<file path="src/rtl/riscv_ctrl_pkg.sv">
// riscv_ctrl_pkg
// Shared encodings for the multi-cycle RISC-V core: opcodes, funct3 branch
// codes, controller state encoding and every datapath select code that the
// controller drives. The datapath, the controller and the testbench all
// import this package so the encodings live in exactly one place.
package riscv_ctrl_pkg;

    // Major opcodes (Instr[6:0]) recognised by the controller
    localparam logic [6:0] OP_LOAD   = 7'b0000011;
    localparam logic [6:0] OP_STORE  = 7'b0100011;
    localparam logic [6:0] OP_RTYPE  = 7'b0110011;
    localparam logic [6:0] OP_ITYPE  = 7'b0010011;
    localparam logic [6:0] OP_BRANCH = 7'b1100011;
    localparam logic [6:0] OP_JAL    = 7'b1101111;

    // Branch funct3 codes
    localparam logic [2:0] F3_BEQ = 3'b000;
    localparam logic [2:0] F3_BNE = 3'b001;
    localparam logic [2:0] F3_BLT = 3'b100;

    // Controller states, 4-bit encoding; values 11..15 are unused
    typedef enum logic [3:0] {
        S_FETCH    = 4'd0,
        S_DECODE   = 4'd1,
        S_MEMADR   = 4'd2,
        S_MEMREAD  = 4'd3,
        S_MEMWB    = 4'd4,
        S_MEMWRITE = 4'd5,
        S_EXECR    = 4'd6,
        S_EXECI    = 4'd7,
        S_ALUWB    = 4'd8,
        S_BRANCH   = 4'd9,
        S_JAL      = 4'd10
    } state_t;

    // ALUOp: what the controller asks of the ALU decoder
    localparam logic [1:0] ALUOP_ADD   = 2'b00;
    localparam logic [1:0] ALUOP_SUB   = 2'b01;
    localparam logic [1:0] ALUOP_FUNCT = 2'b10;

    // ALUControl operation codes
    localparam logic [2:0] ALU_ADD = 3'b000;
    localparam logic [2:0] ALU_SUB = 3'b001;
    localparam logic [2:0] ALU_AND = 3'b010;
    localparam logic [2:0] ALU_OR  = 3'b011;
    localparam logic [2:0] ALU_XOR = 3'b100;
    localparam logic [2:0] ALU_SLT = 3'b101;
    localparam logic [2:0] ALU_SLL = 3'b110;
    localparam logic [2:0] ALU_SRL = 3'b111;

    // Immediate format selects
    localparam logic [1:0] IMM_I = 2'b00;
    localparam logic [1:0] IMM_S = 2'b01;
    localparam logic [1:0] IMM_B = 2'b10;
    localparam logic [1:0] IMM_J = 2'b11;

    // Result mux selects
    localparam logic [1:0] RES_ALUOUT    = 2'b00;
    localparam logic [1:0] RES_DATA      = 2'b01;
    localparam logic [1:0] RES_ALURESULT = 2'b10;

    // ALU operand A selects
    localparam logic [1:0] SRCA_PC    = 2'b00;
    localparam logic [1:0] SRCA_OLDPC = 2'b01;
    localparam logic [1:0] SRCA_RS1   = 2'b10;

    // ALU operand B selects
    localparam logic [1:0] SRCB_RS2   = 2'b00;
    localparam logic [1:0] SRCB_IMM   = 2'b01;
    localparam logic [1:0] SRCB_FOUR  = 2'b10;

    // Immediate format is a pure function of the opcode; anything that is
    // not S, B or J falls back to the I format.
    function automatic logic [1:0] imm_src_for(input logic [6:0] op);
        logic [1:0] imm;
        imm = IMM_I;
        case (op)
            OP_STORE:  imm = IMM_S;
            OP_BRANCH: imm = IMM_B;
            OP_JAL:    imm = IMM_J;
            default:   imm = IMM_I;
        endcase
        return imm;
    endfunction

endpackage

</file>
<file path="src/rtl/alu_decoder.sv">
// alu_decoder
// Purely combinational translation of ALUOp plus the instruction's funct
// fields into the 3-bit ALUControl operation code.
// Ports:
//   alu_op      in  2  operation class requested by the controller
//   funct3      in  3  Instr[14:12]
//   funct7b5    in  1  Instr[30]
//   op5         in  1  Instr[5], distinguishes R-type from I-type
//   alu_control out 3  ALU operation code
module alu_decoder
    import riscv_ctrl_pkg::*;
(
    input  logic [1:0] alu_op,
    input  logic [2:0] funct3,
    input  logic       funct7b5,
    input  logic       op5,
    output logic [2:0] alu_control
);

    // ALUOp 00/01 are fixed add/sub for address, PC and compare work.
    // ALUOp 10 decodes funct3; subtract needs both op[5] and funct7b5 so
    // that addi with a set Instr[30] still adds.
    always_comb begin
        alu_control = ALU_ADD;
        case (alu_op)
            ALUOP_ADD: alu_control = ALU_ADD;
            ALUOP_SUB: alu_control = ALU_SUB;
            ALUOP_FUNCT: begin
                case (funct3)
                    3'b000:  alu_control = (op5 & funct7b5) ? ALU_SUB : ALU_ADD;
                    3'b001:  alu_control = ALU_SLL;
                    3'b010:  alu_control = ALU_SLT;
                    3'b011:  alu_control = ALU_ADD;
                    3'b100:  alu_control = ALU_XOR;
                    3'b101:  alu_control = ALU_SRL;
                    3'b110:  alu_control = ALU_OR;
                    3'b111:  alu_control = ALU_AND;
                    default: alu_control = ALU_ADD;
                endcase
            end
            default: alu_control = ALU_ADD;
        endcase
    end

endmodule

</file>
<file path="src/rtl/multicycle_control_unit.sv">
// multicycle_control_unit
// Sequencing FSM for the multi-cycle RISC-V core. Steps each instruction
// through fetch/decode/execute/memory/writeback and drives every select and
// write enable of the shared datapath.
// Ports:
//   clk, areset         clock and synchronous active-high reset
//   op, funct3, funct7b5  instruction fields from the instruction register
//   ZF, SF              ALU flags, consumed only in BRANCH
//   PCWrite, AdrSrc, MemWrite, IRWrite, ResultSrc, ALUSrcA, ALUSrcB,
//   ALUControl, ImmSrc, RegWrite  datapath controls
//   instr_done          one-cycle pulse in each instruction's final state
module multicycle_control_unit
    import riscv_ctrl_pkg::*;
(
    input  logic       clk,
    input  logic       areset,
    input  logic [6:0] op,
    input  logic [2:0] funct3,
    input  logic       funct7b5,
    input  logic       ZF,
    input  logic       SF,
    output logic       PCWrite,
    output logic       AdrSrc,
    output logic       MemWrite,
    output logic       IRWrite,
    output logic [1:0] ResultSrc,
    output logic [1:0] ALUSrcA,
    output logic [1:0] ALUSrcB,
    output logic [2:0] ALUControl,
    output logic [1:0] ImmSrc,
    output logic       RegWrite,
    output logic       instr_done
);

    state_t     state;
    state_t     next_state;
    logic [1:0] alu_op;
    logic       branch_taken;
    logic       pc_write_raw;
    logic       mem_write_raw;
    logic       ir_write_raw;
    logic       reg_write_raw;
    logic       done_raw;

    // State register; reset parks the machine in FETCH
    always_ff @(posedge clk) begin
        if (areset) begin
            state <= S_FETCH;
        end else begin
            state <= next_state;
        end
    end

    // Branch condition from the flags of the rs1 - rs2 compare
    always_comb begin
        branch_taken = 1'b0;
        case (funct3)
            F3_BEQ:  branch_taken = ZF;
            F3_BNE:  branch_taken = ~ZF;
            F3_BLT:  branch_taken = SF;
            default: branch_taken = 1'b0;
        endcase
    end

    // Next-state and Moore outputs; PCWrite in BRANCH is the one Mealy term.
    // Unencoded state values fall into the default arm and return to FETCH.
    always_comb begin
        next_state    = S_FETCH;
        pc_write_raw  = 1'b0;
        AdrSrc        = 1'b0;
        mem_write_raw = 1'b0;
        ir_write_raw  = 1'b0;
        ResultSrc     = RES_ALUOUT;
        ALUSrcA       = SRCA_PC;
        ALUSrcB       = SRCB_RS2;
        alu_op        = ALUOP_ADD;
        reg_write_raw = 1'b0;
        done_raw      = 1'b0;
        case (state)
            S_FETCH: begin
                AdrSrc       = 1'b0;
                ir_write_raw = 1'b1;
                ALUSrcA      = SRCA_PC;
                ALUSrcB      = SRCB_FOUR;
                ResultSrc    = RES_ALURESULT;
                pc_write_raw = 1'b1;
                next_state   = S_DECODE;
            end
            S_DECODE: begin
                ALUSrcA = SRCA_OLDPC;
                ALUSrcB = SRCB_IMM;
                alu_op  = ALUOP_ADD;
                case (op)
                    OP_LOAD, OP_STORE: next_state = S_MEMADR;
                    OP_RTYPE:          next_state = S_EXECR;
                    OP_ITYPE:          next_state = S_EXECI;
                    OP_BRANCH:         next_state = S_BRANCH;
                    OP_JAL:            next_state = S_JAL;
                    default: begin
                        next_state = S_FETCH;
                        done_raw   = 1'b1;
                    end
                endcase
            end
            S_MEMADR: begin
                ALUSrcA    = SRCA_RS1;
                ALUSrcB    = SRCB_IMM;
                next_state = (op == OP_STORE) ? S_MEMWRITE : S_MEMREAD;
            end
            S_MEMREAD: begin
                AdrSrc     = 1'b1;
                ResultSrc  = RES_ALUOUT;
                next_state = S_MEMWB;
            end
            S_MEMWB: begin
                ResultSrc     = RES_DATA;
                reg_write_raw = 1'b1;
                done_raw      = 1'b1;
                next_state    = S_FETCH;
            end
            S_MEMWRITE: begin
                AdrSrc        = 1'b1;
                mem_write_raw = 1'b1;
                done_raw      = 1'b1;
                next_state    = S_FETCH;
            end
            S_EXECR: begin
                ALUSrcA    = SRCA_RS1;
                ALUSrcB    = SRCB_RS2;
                alu_op     = ALUOP_FUNCT;
                next_state = S_ALUWB;
            end
            S_EXECI: begin
                ALUSrcA    = SRCA_RS1;
                ALUSrcB    = SRCB_IMM;
                alu_op     = ALUOP_FUNCT;
                next_state = S_ALUWB;
            end
            S_ALUWB: begin
                ResultSrc     = RES_ALUOUT;
                reg_write_raw = 1'b1;
                done_raw      = 1'b1;
                next_state    = S_FETCH;
            end
            S_BRANCH: begin
                // ALUOut already holds the target computed in DECODE
                ALUSrcA      = SRCA_RS1;
                ALUSrcB      = SRCB_RS2;
                alu_op       = ALUOP_SUB;
                ResultSrc    = RES_ALUOUT;
                pc_write_raw = branch_taken;
                done_raw     = 1'b1;
                next_state   = S_FETCH;
            end
            S_JAL: begin
                // PC takes the target from ALUOut while OldPC+4 is formed for rd
                ALUSrcA      = SRCA_OLDPC;
                ALUSrcB      = SRCB_FOUR;
                ResultSrc    = RES_ALUOUT;
                pc_write_raw = 1'b1;
                next_state   = S_ALUWB;
            end
            default: begin
                next_state = S_FETCH;
            end
        endcase
    end

    // Reset suppresses every write enable so an abandoned instruction
    // cannot commit anything in the reset cycle.
    assign PCWrite    = pc_write_raw  & ~areset;
    assign MemWrite   = mem_write_raw & ~areset;
    assign IRWrite    = ir_write_raw  & ~areset;
    assign RegWrite   = reg_write_raw & ~areset;
    assign instr_done = done_raw      & ~areset;

    assign ImmSrc = imm_src_for(op);

    alu_decoder u_alu_decoder (
        .alu_op      (alu_op),
        .funct3      (funct3),
        .funct7b5    (funct7b5),
        .op5         (op[5]),
        .alu_control (ALUControl)
    );

endmodule

</file>
<file path="config.mk">
export PLATFORM = sky130hd
export DESIGN_NAME = multicycle_control_unit
export DESIGN_NICKNAME = d
export VERILOG_FILES = /design/src/rtl/riscv_ctrl_pkg.sv /design/src/rtl/alu_decoder.sv /design/src/rtl/multicycle_control_unit.sv
export SDC_FILE = /design/constraint.sdc
export NUM_CORES = 1
export LEC_CHECK = 0
export CAP_MARGIN = 20
export CORE_MARGIN = 2
export CORE_UTILIZATION = 43
export CTS_CLUSTER_DIAMETER = 60
export DETAILED_ROUTE_END_ITERATION = 8
export GPL_TIMING_DRIVEN = 0
export PLACE_DENSITY = 0.84
export SLEW_MARGIN = 20
export SYNTH_ARGS = -nofsm -noshare
export SYNTH_HDL_FRONTEND = slang
export SYNTH_HIERARCHICAL = 1
export SYNTH_SLANG_ARGS = --single-unit
</file>
<file path="constraint.sdc">
create_clock -name clk -period 4.6 [get_ports clk]
set_input_delay 0.92 -clock clk [delete_from_list [all_inputs] [get_ports clk]]
set_output_delay 0.92 -clock clk [all_outputs]
set_load 0.02 [all_outputs]
</file>
# Word level (Yosys, flattened, before mapping)
# Index checks and enable logic that the tools add are counted.
# totals
ff_bits	4
input_bits	15
output_inout_bits	17
elab_cells	66
# classes
eq_ne	25
mux	19
bitwise	8
n_reduce_logical	13
# op_table
cell	n
$pmux W4 S5	2
$pmux W3 S8	1
$eq A4 B3 Y1 const B	4
$pmux W2 S2	4
$eq A7 B6 Y1 const B	2
$eq A7 B7 Y1 const B	2
$eq A3 B3 Y1 const B	4
$eq A4 B4 Y1 const B	3
$reduce_or A2 Y1	6
$eq A4 B2 Y1 const B	2
$reduce_or A4 Y1	2
$eq A7 B2 Y1 const B	1
$eq A7 B5 Y1 const B	1
$and A1 B1 Y1	6
$eq A3 B2 Y1 const B	2
$mux W1	6
$pmux W2 S3	1
$pmux W3 S2	1
$reduce_or A3 Y1	2
$reduce_or A6 Y1	1
$eq A4 B1 Y1 const B	1
$logic_not A4 Y1	1
$pmux W1 S2	2
$eq A3 B1 Y1 const B	1
6 further kinds	7

# Longest topological paths before layout
# Gate-level depths: netlist of the first run.
# depth
ltp_word	5
depth_mapped	8
depth_no_buf	7

# Modules after synthesis
# Netlist of the first run, hierarchy kept.
# modules_own_cells
module	n_inst	cells_per_inst	area_each_um2
multicycle_control_unit	1	78	540.5
alu_decoder	1	16	117.6

# Worst setup path after synthesis of the first run
# OpenSTA, ideal clock, no wires.
# synth_path
path_kind	in2out
startpoint	input op[3]
endpoint	output ImmSrc[1]
arrival_time_ns	1.826
required_time_ns	3.680
slack_ns	1.854
cell_stages	2
path_buffers	0
path_cell_list	or2_1 -> a211oi_1
# synth_between
elab_chain_len	2
word_cells_on_any_way	4
# synth_lines
element	line	rtl
start, declared	multicycle_control_unit.sv:17	input logic [6:0] op,
$eq A7 B7 Y1 / $eq A7 B6 Y1 (equally long branches)	riscv_ctrl_pkg.sv:77	case (op)
$pmux W2 S3 (*)	riscv_ctrl_pkg.sv:77	
end, declared	multicycle_control_unit.sv:30	output logic [1:0] ImmSrc,
# Every way passes the cells marked *; elsewhere a longest branch is shown, timed or not.

# Worst setup path after layout of the first run
# layout_path
startpoint	input op[5]
endpoint	output ImmSrc[0]
# The elaborated chain is that of the path after synthesis.

==> impl_metrics.prom, run 1 <==
# TYPE chip_impl_metric gauge
chip_impl_metric{name="drive_above_1_share",unit="%"} 10.2
chip_impl_metric{name="grt_pass1_wl",unit="mm"} 3.15
chip_impl_metric{name="p_clk_share",unit="%"} 32.4
chip_impl_metric{name="worst_hold_path.num_cells",unit=""} 3
chip_impl_info{name="outcome",value="finished clean"} 1
chip_impl_metric{name="largest_register_ffs",unit=""} 4
chip_impl_metric{name="final_weighted_congestion_in_routability_driven_placement",unit=""} 0.811
chip_impl_metric{name="power_switching",unit="W"} 0.0000447
chip_impl_info{name="critical-path-top-delay-family",value="buffers and inverters"} 1
chip_impl_metric{name="crit_arrival",unit="ps"} 2860
chip_impl_metric{name="power_report.internal_total",unit="W"} 0.0000952
chip_impl_metric{name="vdd_drop_max",unit="mV"} 0.136
chip_impl_metric{name="place.port_buffers",unit=""} 31
chip_impl_info{name="synth-main-ff-cell",value="sky130_fd_sc_hd__dfxtp_1"} 1
chip_impl_metric{name="cts_sink_count",unit=""} 4
chip_impl_info{name="ctsRootBufferMaster",value="sky130_fd_sc_hd__clkbuf_4"} 1
chip_impl_metric{name="nFillCells",unit=""} 135
chip_impl_metric{name="postSynthNetCount",unit=""} 111
chip_impl_metric{name="reg2reg_slack",unit="ps"} 3220
chip_impl_metric{name="yosys_warnings",unit=""} 6
chip_impl_metric{name="finalHoldViolations",unit=""} 0
chip_impl_metric{name="maxCapViolations",unit=""} 0
chip_impl_metric{name="post_route_ant_nets",unit=""} 0
chip_impl_info{name="regMostFlops",value="state"} 1
chip_impl_metric{name="chipHeight",unit="µm"} 43.1
chip_impl_metric{name="sequential_element_share_of_the_synthesized_area",unit="%"} 12.2
chip_impl_info{name="top_registers",value="state x4"} 1
chip_impl_metric{name="ctsHoldBuffers",unit=""} 0
chip_impl_metric{name="switching_share",unit="%"} 31.9
chip_impl_info{name="worst_path_cell_with_the_longest_stage_delay",value="sky130_fd_sc_hd__clkdlybuf4s50_1"} 1
chip_impl_metric{name="max_slew_violation_count",unit=""} 0
chip_impl_metric{name="number_of_antenna_violations_at_the_first_check_in_global_routing",unit=""} 0
chip_impl_metric{name="clk_path_buf_depth",unit=""} 2
chip_impl_metric{name="final.setup_skew",unit="ps"} 1.12
chip_impl_info{name="clock_tree_from_tritoncts",value="done"} 1
chip_impl_metric{name="post_route_minimum_period",unit="ps"} 3780
chip_impl_metric{name="syn-cell-area",unit="µm²"} 658
chip_impl_info{name="worst_hold_path.endpoint",value="state[0]"} 1
chip_impl_metric{name="floorplan.io_pins",unit=""} 32
chip_impl_metric{name="number_of_global_route_vias_before_repair",unit=""} 763
chip_impl_metric{name="clk_pin_slew",unit="ps"} 40
chip_impl_metric{name="achievable-frequency",unit="MHz"} 265
chip_impl_metric{name="avgViaCountPerCell",unit=""} 5.43
chip_impl_metric{name="detailed_place_hpwl",unit="mm"} 1.43
chip_impl_metric{name="avgRoutedWirePerCell",unit="µm"} 12.7
chip_impl_info{name="setup.worst_path.end_class",value="output port"} 1
chip_impl_metric{name="post_synth_num_cell_types",unit=""} 38
chip_impl_info{name="unrepaired_setup_endpoints_after_global_routing",value="no"} 1
chip_impl_metric{name="numCtsBuffers",unit=""} 3
chip_impl_metric{name="worst_slew_pin_slew",unit="ps"} 502
chip_impl_metric{name="static-leakage-power",unit="nW"} 0.368
chip_impl_info{name="path_common_cell",value="sky130_fd_sc_hd__clkdlybuf4s50_1"} 1
chip_impl_metric{name="path_buf_inv",unit=""} 2
chip_impl_metric{name="dieArea",unit="µm²"} 1860
chip_impl_metric{name="share_of_the_clock_period_used_by_the_worst_path_after_layout",unit="%"} 82.2
chip_impl_metric{name="drtIter0Drc",unit=""} 11
chip_impl_metric{name="critPathMaxStageDelay",unit="ps"} 590
chip_impl_metric{name="num_rows",unit=""} 14
chip_impl_metric{name="grt_max_degree",unit=""} 11
chip_impl_metric{name="skew_pair_late_insertion_delay",unit="ps"} 240
chip_impl_metric{name="post_cts_resize_count",unit=""} 0
chip_impl_metric{name="ys_seq_elements",unit=""} 4
chip_impl_metric{name="number_of_nets_at_the_end_of_the_flow",unit=""} 147
chip_impl_metric{name="track_usage",unit="%"} 21.7
chip_impl_metric{name="finalWirelength",unit="mm"} 1.83
chip_impl_metric{name="fp.coreArea",unit="µm²"} 1470
chip_impl_info{name="worst_setup_path_start_kind",value="primary input"} 1
chip_impl_metric{name="worst_slew_margin_rel",unit="%"} 66.2
chip_impl_metric{name="postSynth.asyncResetShare",unit="%"} 0
chip_impl_metric{name="pwr_density_cell",unit="nW/µm²"} 138
chip_impl_metric{name="worstPathRequired",unit="ps"} 3680
chip_impl_metric{name="cts_setup_buffers",unit=""} 0
chip_impl_metric{name="comb_power_share",unit="%"} 41.9
chip_impl_metric{name="total_congestion_overflow",unit=""} 0
chip_impl_metric{name="antenna_cells",unit=""} 0
chip_impl_info{name="worst_hold_path_type",value="flip-flop to flip-flop"} 1
chip_impl_metric{name="critical_path.max_fanout",unit=""} 4
chip_impl_info{name="crit_chain",value="clkdlybuf4s50_1, nand2b_1, nor4_1, or2_2, clkdlybuf4s50_1"} 1
chip_impl_info{name="r2r_start",value="state[0]"} 1
chip_impl_metric{name="timing.reg2reg.worst_path_depth",unit=""} 5
chip_impl_metric{name="total_power",unit="W"} 0.000140
chip_impl_metric{name="postSynthCellCount",unit=""} 94
chip_impl_metric{name="detail_route.drc_violations",unit=""} 0
chip_impl_metric{name="dr.pass1.iters",unit=""} 4
chip_impl_metric{name="multiInputGateArea",unit="µm²"} 522
chip_impl_metric{name="synth-edff-count",unit=""} 0
chip_impl_metric{name="start_util",unit="%"} 44.7
chip_impl_info{name="worstHoldStart",value="state[1]"} 1
chip_impl_metric{name="cts_max_level",unit=""} 1
chip_impl_metric{name="routed_via_count",unit=""} 782
chip_impl_metric{name="die_w",unit="µm"} 43.1
chip_impl_metric{name="seqPwrFrac",unit="%"} 25.7
chip_impl_metric{name="flow.area_growth_from_synthesis",unit="%"} 53.6
chip_impl_info{name="setup.worst_path.start",value="op[5]"} 1
chip_impl_metric{name="setup_violations",unit=""} 0
chip_impl_info{name="regToRegEndpoint",value="state[1]"} 1
chip_impl_metric{name="avgSynthCellArea",unit="µm²"} 7.00
chip_impl_metric{name="combined_flip_flop_and_latch_cell_area",unit="µm²"} 80.1
chip_impl_metric{name="finalSetupTns",unit="ps"} 0
chip_impl_info{name="timing.setup.critical_path_class",value="primary input to output port"} 1
power by group through the flow:
stage / sequential [W] / combinational [W] / clock [W]
after global routing: 0.0000361 / 0.0000632 / 0.0000489
after CTS: 0.0000360 / 0.0000586 / 0.0000452
after floorplan: 0.0000364 / 0.0000287 / 0
final: 0.0000360 / 0.0000586 / 0.0000454
after global placement: 0.0000364 / 0.0000570 / 0
after detailed placement: 0.0000365 / 0.0000584 / 0
cells by family (layout without fill, tap and decap cells):
family,after synthesis,after routing,synth area share (%)
buf+inv,12,46,8.55
fa+ha+maj,2,2,3.80
compound gates,20,20,23.0
flops,4,4,12.2
simple gates,50,50,44.1
mux,2,2,3.04
xor+xnor,4,4,5.32
tightest hold or removal path: stages, from the launching register on:
cell                      delay (ps)
sky130_fd_sc_hd__dfxtp_1         320
sky130_fd_sc_hd__buf_6           130
sky130_fd_sc_hd__or4_1           110
sky130_fd_sc_hd__a21oi_1          60
stage by stage:
stage	instances	setup slack (ps)	hold slack [ps]	util, %	instance area [µm²]
3_3_place_gp	141	824	660	67.2	988
2_1_floorplan	94	1850	621	-	658
5_1_grt	144	667	712	68.7	1010
3_5_place_dp	141	807	672	67.2	988
4_1_cts	144	794	685	68.7	1010
6_report	144	820	679	68.7	1010
synth_stat cells (3+ instances only):
cell                        n  area [µm²]
sky130_fd_sc_hd__dfxtp_1    4        80.1
sky130_fd_sc_hd__nor4_1     3        18.8
sky130_fd_sc_hd__nand2_1    5        18.8
sky130_fd_sc_hd__nor3_1     8        40.0
sky130_fd_sc_hd__o21ai_0    4        20.0
sky130_fd_sc_hd__buf_2      3        15.0
sky130_fd_sc_hd__a21oi_1    5        25.0
sky130_fd_sc_hd__nor2_1    14        52.6
sky130_fd_sc_hd__inv_1      6        22.5
sky130_fd_sc_hd__nand2b_1   6        37.5
cell type report:
| type | instances | share of cell area, % |
|---|---|---|
| Inverter | 6 | 2.23 |
| Buffer | 6 | 3.34 |
| Timing Repair Buffer | 31 | 30.7 |
| Multi-Input combinational cell | 78 | 51.6 |
| Sequential cell | 4 | 7.92 |
| Clock buffer | 3 | 2.23 |
| Tap cell | 16 | 1.98 |
per-layer routing:
layer / wire length, µm / track usage [%] / part of all wire [%] / up-vias
met5: 0 / 0 / 0 / -
met4: 8 / 3.64 / 0.44 / 0
met3: 153 / 6.81 / 8.4 / 2
met2: 917 / 40.6 / 50 / 27
met1: 748 / 23.8 / 41 / 353
li1: - / - / - / 400
layout by cell type (no fill, tap or decap), drive strengths merged, types with 2 or more instances in the layout:
cell / netlist / routed
a211oi: 2 / 2
nor3: 9 / 9
o21ai: 4 / 4
or2: 2 / 2
clkbuf: 2 / 5
nand2b: 7 / 7
clkdlybuf4s50: 0 / 31
nand3b: 3 / 3
a21oi: 5 / 5
inv: 6 / 6
dfxtp: 4 / 4
nor2: 14 / 14
nand2: 5 / 5
ha: 2 / 2
buf: 4 / 4
xor2: 2 / 2
nor4: 3 / 3
xnor2: 2 / 2
nor3b: 2 / 2
mux2i: 2 / 2
worst max-delay path by stage:
| stage | end | slack, ps | depth (start not counted) |
|---|---|---|---|
| global placement | ImmSrc[0] | 820 | 5 |
| detailed placement | ImmSrc[0] | 810 | 5 |
| floorplan | ImmSrc[1] | 1850 | 2 |
| finish | ImmSrc[0] | 820 | 5 |
| CTS | ImmSrc[0] | 790 | 5 |
| global route | ImmSrc[0] | 670 | 5 |
No activity file was read; power rests on OpenSTA's default activity.
==> run 2: changes to the inputs <==
--- a/config.mk
+++ b/config.mk
@@ -7,11 +7,11 @@
 export LEC_CHECK = 0
 export CAP_MARGIN = 20
 export CORE_MARGIN = 2
-export CORE_UTILIZATION = 43
+export CORE_UTILIZATION = 40
 export CTS_CLUSTER_DIAMETER = 60
 export DETAILED_ROUTE_END_ITERATION = 8
 export GPL_TIMING_DRIVEN = 0
-export PLACE_DENSITY = 0.84
+export PLACE_DENSITY = 0.79
 export SLEW_MARGIN = 20
 export SYNTH_ARGS = -nofsm -noshare
 export SYNTH_HDL_FRONTEND = slang
==> constraint.sdc (replaced) <==
create_clock -name clk -period 3.7 [get_ports clk]
set_input_delay 0.74 -clock clk [delete_from_list [all_inputs] [get_ports clk]]
set_output_delay 0.74 -clock clk [all_outputs]
set_load 0.02 [all_outputs]
==> run 2 against run 1 <==
- via count is 2.6% higher
- global-route usage shrank 1.1 points
- sequential power up 24%
- cell area stayed put
- critical path type unchanged
==> impl_metrics.prom, run 2 (synthesis gave the netlist of run 1 again) <==
# TYPE chip_impl_metric gauge
chip_impl_info{name="outcome",value="finished clean"} 1
chip_impl_metric{name="crit_arrival",unit="ps"} 2690
chip_impl_metric{name="static-leakage-power",unit="nW"} 0.368
chip_impl_metric{name="chipHeight",unit="µm"} 44.6
chip_impl_metric{name="track_usage",unit="%"} 20.6
chip_impl_metric{name="skew_pair_late_insertion_delay",unit="ps"} 240
chip_impl_metric{name="number_of_antenna_violations_at_the_first_check_in_global_routing",unit=""} 0
chip_impl_metric{name="clk_pin_slew",unit="ps"} 40
chip_impl_info{name="timing.setup.critical_path_class",value="primary input to output port"} 1
chip_impl_info{name="clock_tree_from_tritoncts",value="done"} 1
chip_impl_metric{name="critical_path.max_fanout",unit=""} 4
chip_impl_metric{name="total_congestion_overflow",unit=""} 0
chip_impl_metric{name="final_util",unit="%"} 66.3
chip_impl_metric{name="ctsHoldBuffers",unit=""} 0
chip_impl_info{name="commonest_cells_after_routing_fill_and_taps_aside",value="sky130_fd_sc_hd__clkdlybuf4s50_1, sky130_fd_sc_hd__nor2_1, sky130_fd_sc_hd__nor3_1"} 1
chip_impl_metric{name="multiInputGateArea",unit="µm²"} 522
chip_impl_metric{name="cts_max_level",unit=""} 1
chip_impl_info{name="crit_chain",value="clkdlybuf4s50_1, nand2b_1, nor4_1, or2_2, clkdlybuf4s50_1"} 1
chip_impl_metric{name="floorplan.io_pins",unit=""} 32
chip_impl_metric{name="die_w",unit="µm"} 44.6
chip_impl_metric{name="routed_via_count",unit=""} 802
chip_impl_metric{name="detailed_place_hpwl",unit="mm"} 1.43
chip_impl_metric{name="fp.coreArea",unit="µm²"} 1520
chip_impl_metric{name="largest_register_ffs",unit=""} 4
chip_impl_metric{name="pwr_density_cell",unit="nW/µm²"} 173
chip_impl_metric{name="drtIter0Drc",unit=""} 16
chip_impl_metric{name="avgRoutedWirePerCell",unit="µm"} 13.1
chip_impl_metric{name="numCtsBuffers",unit=""} 3
chip_impl_info{name="setup.worst_path.end_class",value="output port"} 1
chip_impl_info{name="regMostFlops",value="state"} 1
chip_impl_metric{name="worstPathRequired",unit="ps"} 2960
chip_impl_metric{name="critPathMaxStageDelay",unit="ps"} 590
chip_impl_metric{name="detail_route.drc_violations",unit=""} 0
chip_impl_metric{name="nFillCells",unit=""} 142
chip_impl_metric{name="cts_setup_buffers",unit=""} 0
chip_impl_metric{name="finalSetupTns",unit="ps"} 0
chip_impl_metric{name="finalWirelength",unit="mm"} 1.88
chip_impl_metric{name="number_of_global_route_vias_before_repair",unit=""} 742
chip_impl_info{name="path_common_cell",value="sky130_fd_sc_hd__clkdlybuf4s50_1"} 1
chip_impl_info{name="worst_path_cell_with_the_longest_stage_delay",value="sky130_fd_sc_hd__clkdlybuf4s50_1"} 1
chip_impl_metric{name="maxCapViolations",unit=""} 0
chip_impl_metric{name="dr.pass1.iters",unit=""} 4
chip_impl_metric{name="num_rows",unit=""} 14
chip_impl_info{name="layout_commonest_cell",value="sky130_fd_sc_hd__clkdlybuf4s50_1"} 1
chip_impl_metric{name="number_of_nets_at_the_end_of_the_flow",unit=""} 147
chip_impl_info{name="top_registers",value="state x4"} 1
chip_impl_metric{name="grt_max_degree",unit=""} 11
chip_impl_metric{name="cts_sink_count",unit=""} 4
chip_impl_metric{name="final_weighted_congestion_in_routability_driven_placement",unit=""} 0.789
chip_impl_metric{name="dieArea",unit="µm²"} 1990
chip_impl_metric{name="antenna_cells",unit=""} 0
chip_impl_metric{name="post_route_ant_nets",unit=""} 0
chip_impl_metric{name="flow.area_growth_from_synthesis",unit="%"} 53.6
chip_impl_metric{name="grt_pass1_wl",unit="mm"} 3.08
chip_impl_metric{name="worst_slew_pin_slew",unit="ps"} 518
chip_impl_metric{name="post_cts_resize_count",unit=""} 0
chip_impl_metric{name="finalHoldViolations",unit=""} 0
chip_impl_metric{name="achievable-frequency",unit="MHz"} 292
chip_impl_metric{name="vdd_drop_max",unit="mV"} 0.179
chip_impl_metric{name="setup_violations",unit=""} 0
chip_impl_info{name="ctsRootBufferMaster",value="sky130_fd_sc_hd__clkbuf_4"} 1
chip_impl_metric{name="post_route_minimum_period",unit="ps"} 3430
chip_impl_metric{name="worst_slew_margin_rel",unit="%"} 65.2
chip_impl_metric{name="max_slew_violation_count",unit=""} 0
chip_impl_metric{name="clk_path_buf_depth",unit=""} 2
chip_impl_info{name="unrepaired_setup_endpoints_after_global_routing",value="no"} 1
chip_impl_metric{name="start_util",unit="%"} 43.2
chip_impl_metric{name="drive_above_1_share",unit="%"} 10.2
chip_impl_metric{name="avgViaCountPerCell",unit=""} 5.57
chip_impl_metric{name="final.setup_skew",unit="ps"} 7.76
chip_impl_info{name="worst_setup_path_start_kind",value="primary input"} 1
chip_impl_info{name="worst_hold_path_type",value="flip-flop to flip-flop"} 1
chip_impl_metric{name="share_of_the_clock_period_used_by_the_worst_path_after_layout",unit="%"} 92.6
chip_impl_metric{name="combined_flip_flop_and_latch_cell_area",unit="µm²"} 80.1
chip_impl_metric{name="place.port_buffers",unit=""} 31
-- run 2: layout make-up --
| type | count | area share (%) |
|---|---|---|
| multi-input combinational | 78 | 51.6 |
| timing repair buffer | 31 | 30.7 |
| sequential | 4 | 7.92 |
| buffer | 6 | 3.34 |
| clock buffer | 3 | 2.23 |
| inverter | 6 | 2.23 |
| tap | 16 | 1.98 |
-- run 2: worst max-delay path: cells and delay by family --
family        cells  cell delay [ps]
buf+inv           2             1160
simple gates      3              790
-- run 2: report_power, final --
part           internal, W  leakage (nW)  switching [W]   total, W
Sequential       0.0000443        0.0326    0.000000428  0.0000447
Clock            0.0000365        0.0138      0.0000208  0.0000572
Combinational    0.0000377         0.321      0.0000352  0.0000729
Total             0.000118         0.368      0.0000564   0.000175
-- run 2: through the flow --
stage / cell area, µm² / setup slack (ps) / hold slack [ps] / instances / power [W]
finish: 1010 / 273 / 671 / 144 / 0.000175
detailed placement: 988 / 289 / 666 / 141 / 0.000118
floorplan: 658 / 1310 / 621 / 94 / 0.0000809
global placement: 988 / 268 / 662 / 141 / 0.000116
CTS: 1010 / 281 / 672 / 144 / 0.000177
global route: 1010 / 107 / 695 / 144 / 0.000185
-- run 2: worst paths after layout --
path | startpoint | endpoint | slack [ps] | cells after the start
max reg2reg | state[0] | state[1] | 2320 | 5
min reg2reg | state[1] | state[0] | 670 | 3
max | op[5] | ImmSrc[0] | 270 | 5
min | state[1] | state[0] | 670 | 3
-- run 2: metal layers --
layer / GRT usage (%) / up-vias / wire length, µm
met5: 0 / - / 0
met4: 3.64 / 0 / 9
met3: 6.94 / 4 / 156
met2: 38.8 / 34 / 984
met1: 21.9 / 363 / 732
li1: - / 401 / -
==> run 3: changes to the inputs <==
--- a/config.mk
+++ b/config.mk
@@ -7,11 +7,11 @@
 export LEC_CHECK = 0
 export CAP_MARGIN = 20
 export CORE_MARGIN = 2
-export CORE_UTILIZATION = 40
+export CORE_UTILIZATION = 43
 export CTS_CLUSTER_DIAMETER = 60
 export DETAILED_ROUTE_END_ITERATION = 8
 export GPL_TIMING_DRIVEN = 0
-export PLACE_DENSITY = 0.79
+export PLACE_DENSITY = 0.84
 export SLEW_MARGIN = 20
 export SYNTH_ARGS = -nofsm -noshare
 export SYNTH_HDL_FRONTEND = slang
==> constraint.sdc (replaced) <==
create_clock -name clk -period 4.1 [get_ports clk]
set_input_delay 0.82 -clock clk [delete_from_list [all_inputs] [get_ports clk]]
set_output_delay 0.82 -clock clk [all_outputs]
set_load 0.02 [all_outputs]
==> results of run 3 <==
Same layout as run 1 (identical final DEF). Status: finished clean.
Among the figures that moved: setup slack after placement 807 ps -> 507 ps; setup slack after layout 820 ps -> 520 ps; register-to-register setup slack 3220 ps -> 2720 ps; total power 0.000140 W -> 0.000157 W; worst IR drop on VDD 0.136 mV -> 0.152 mV
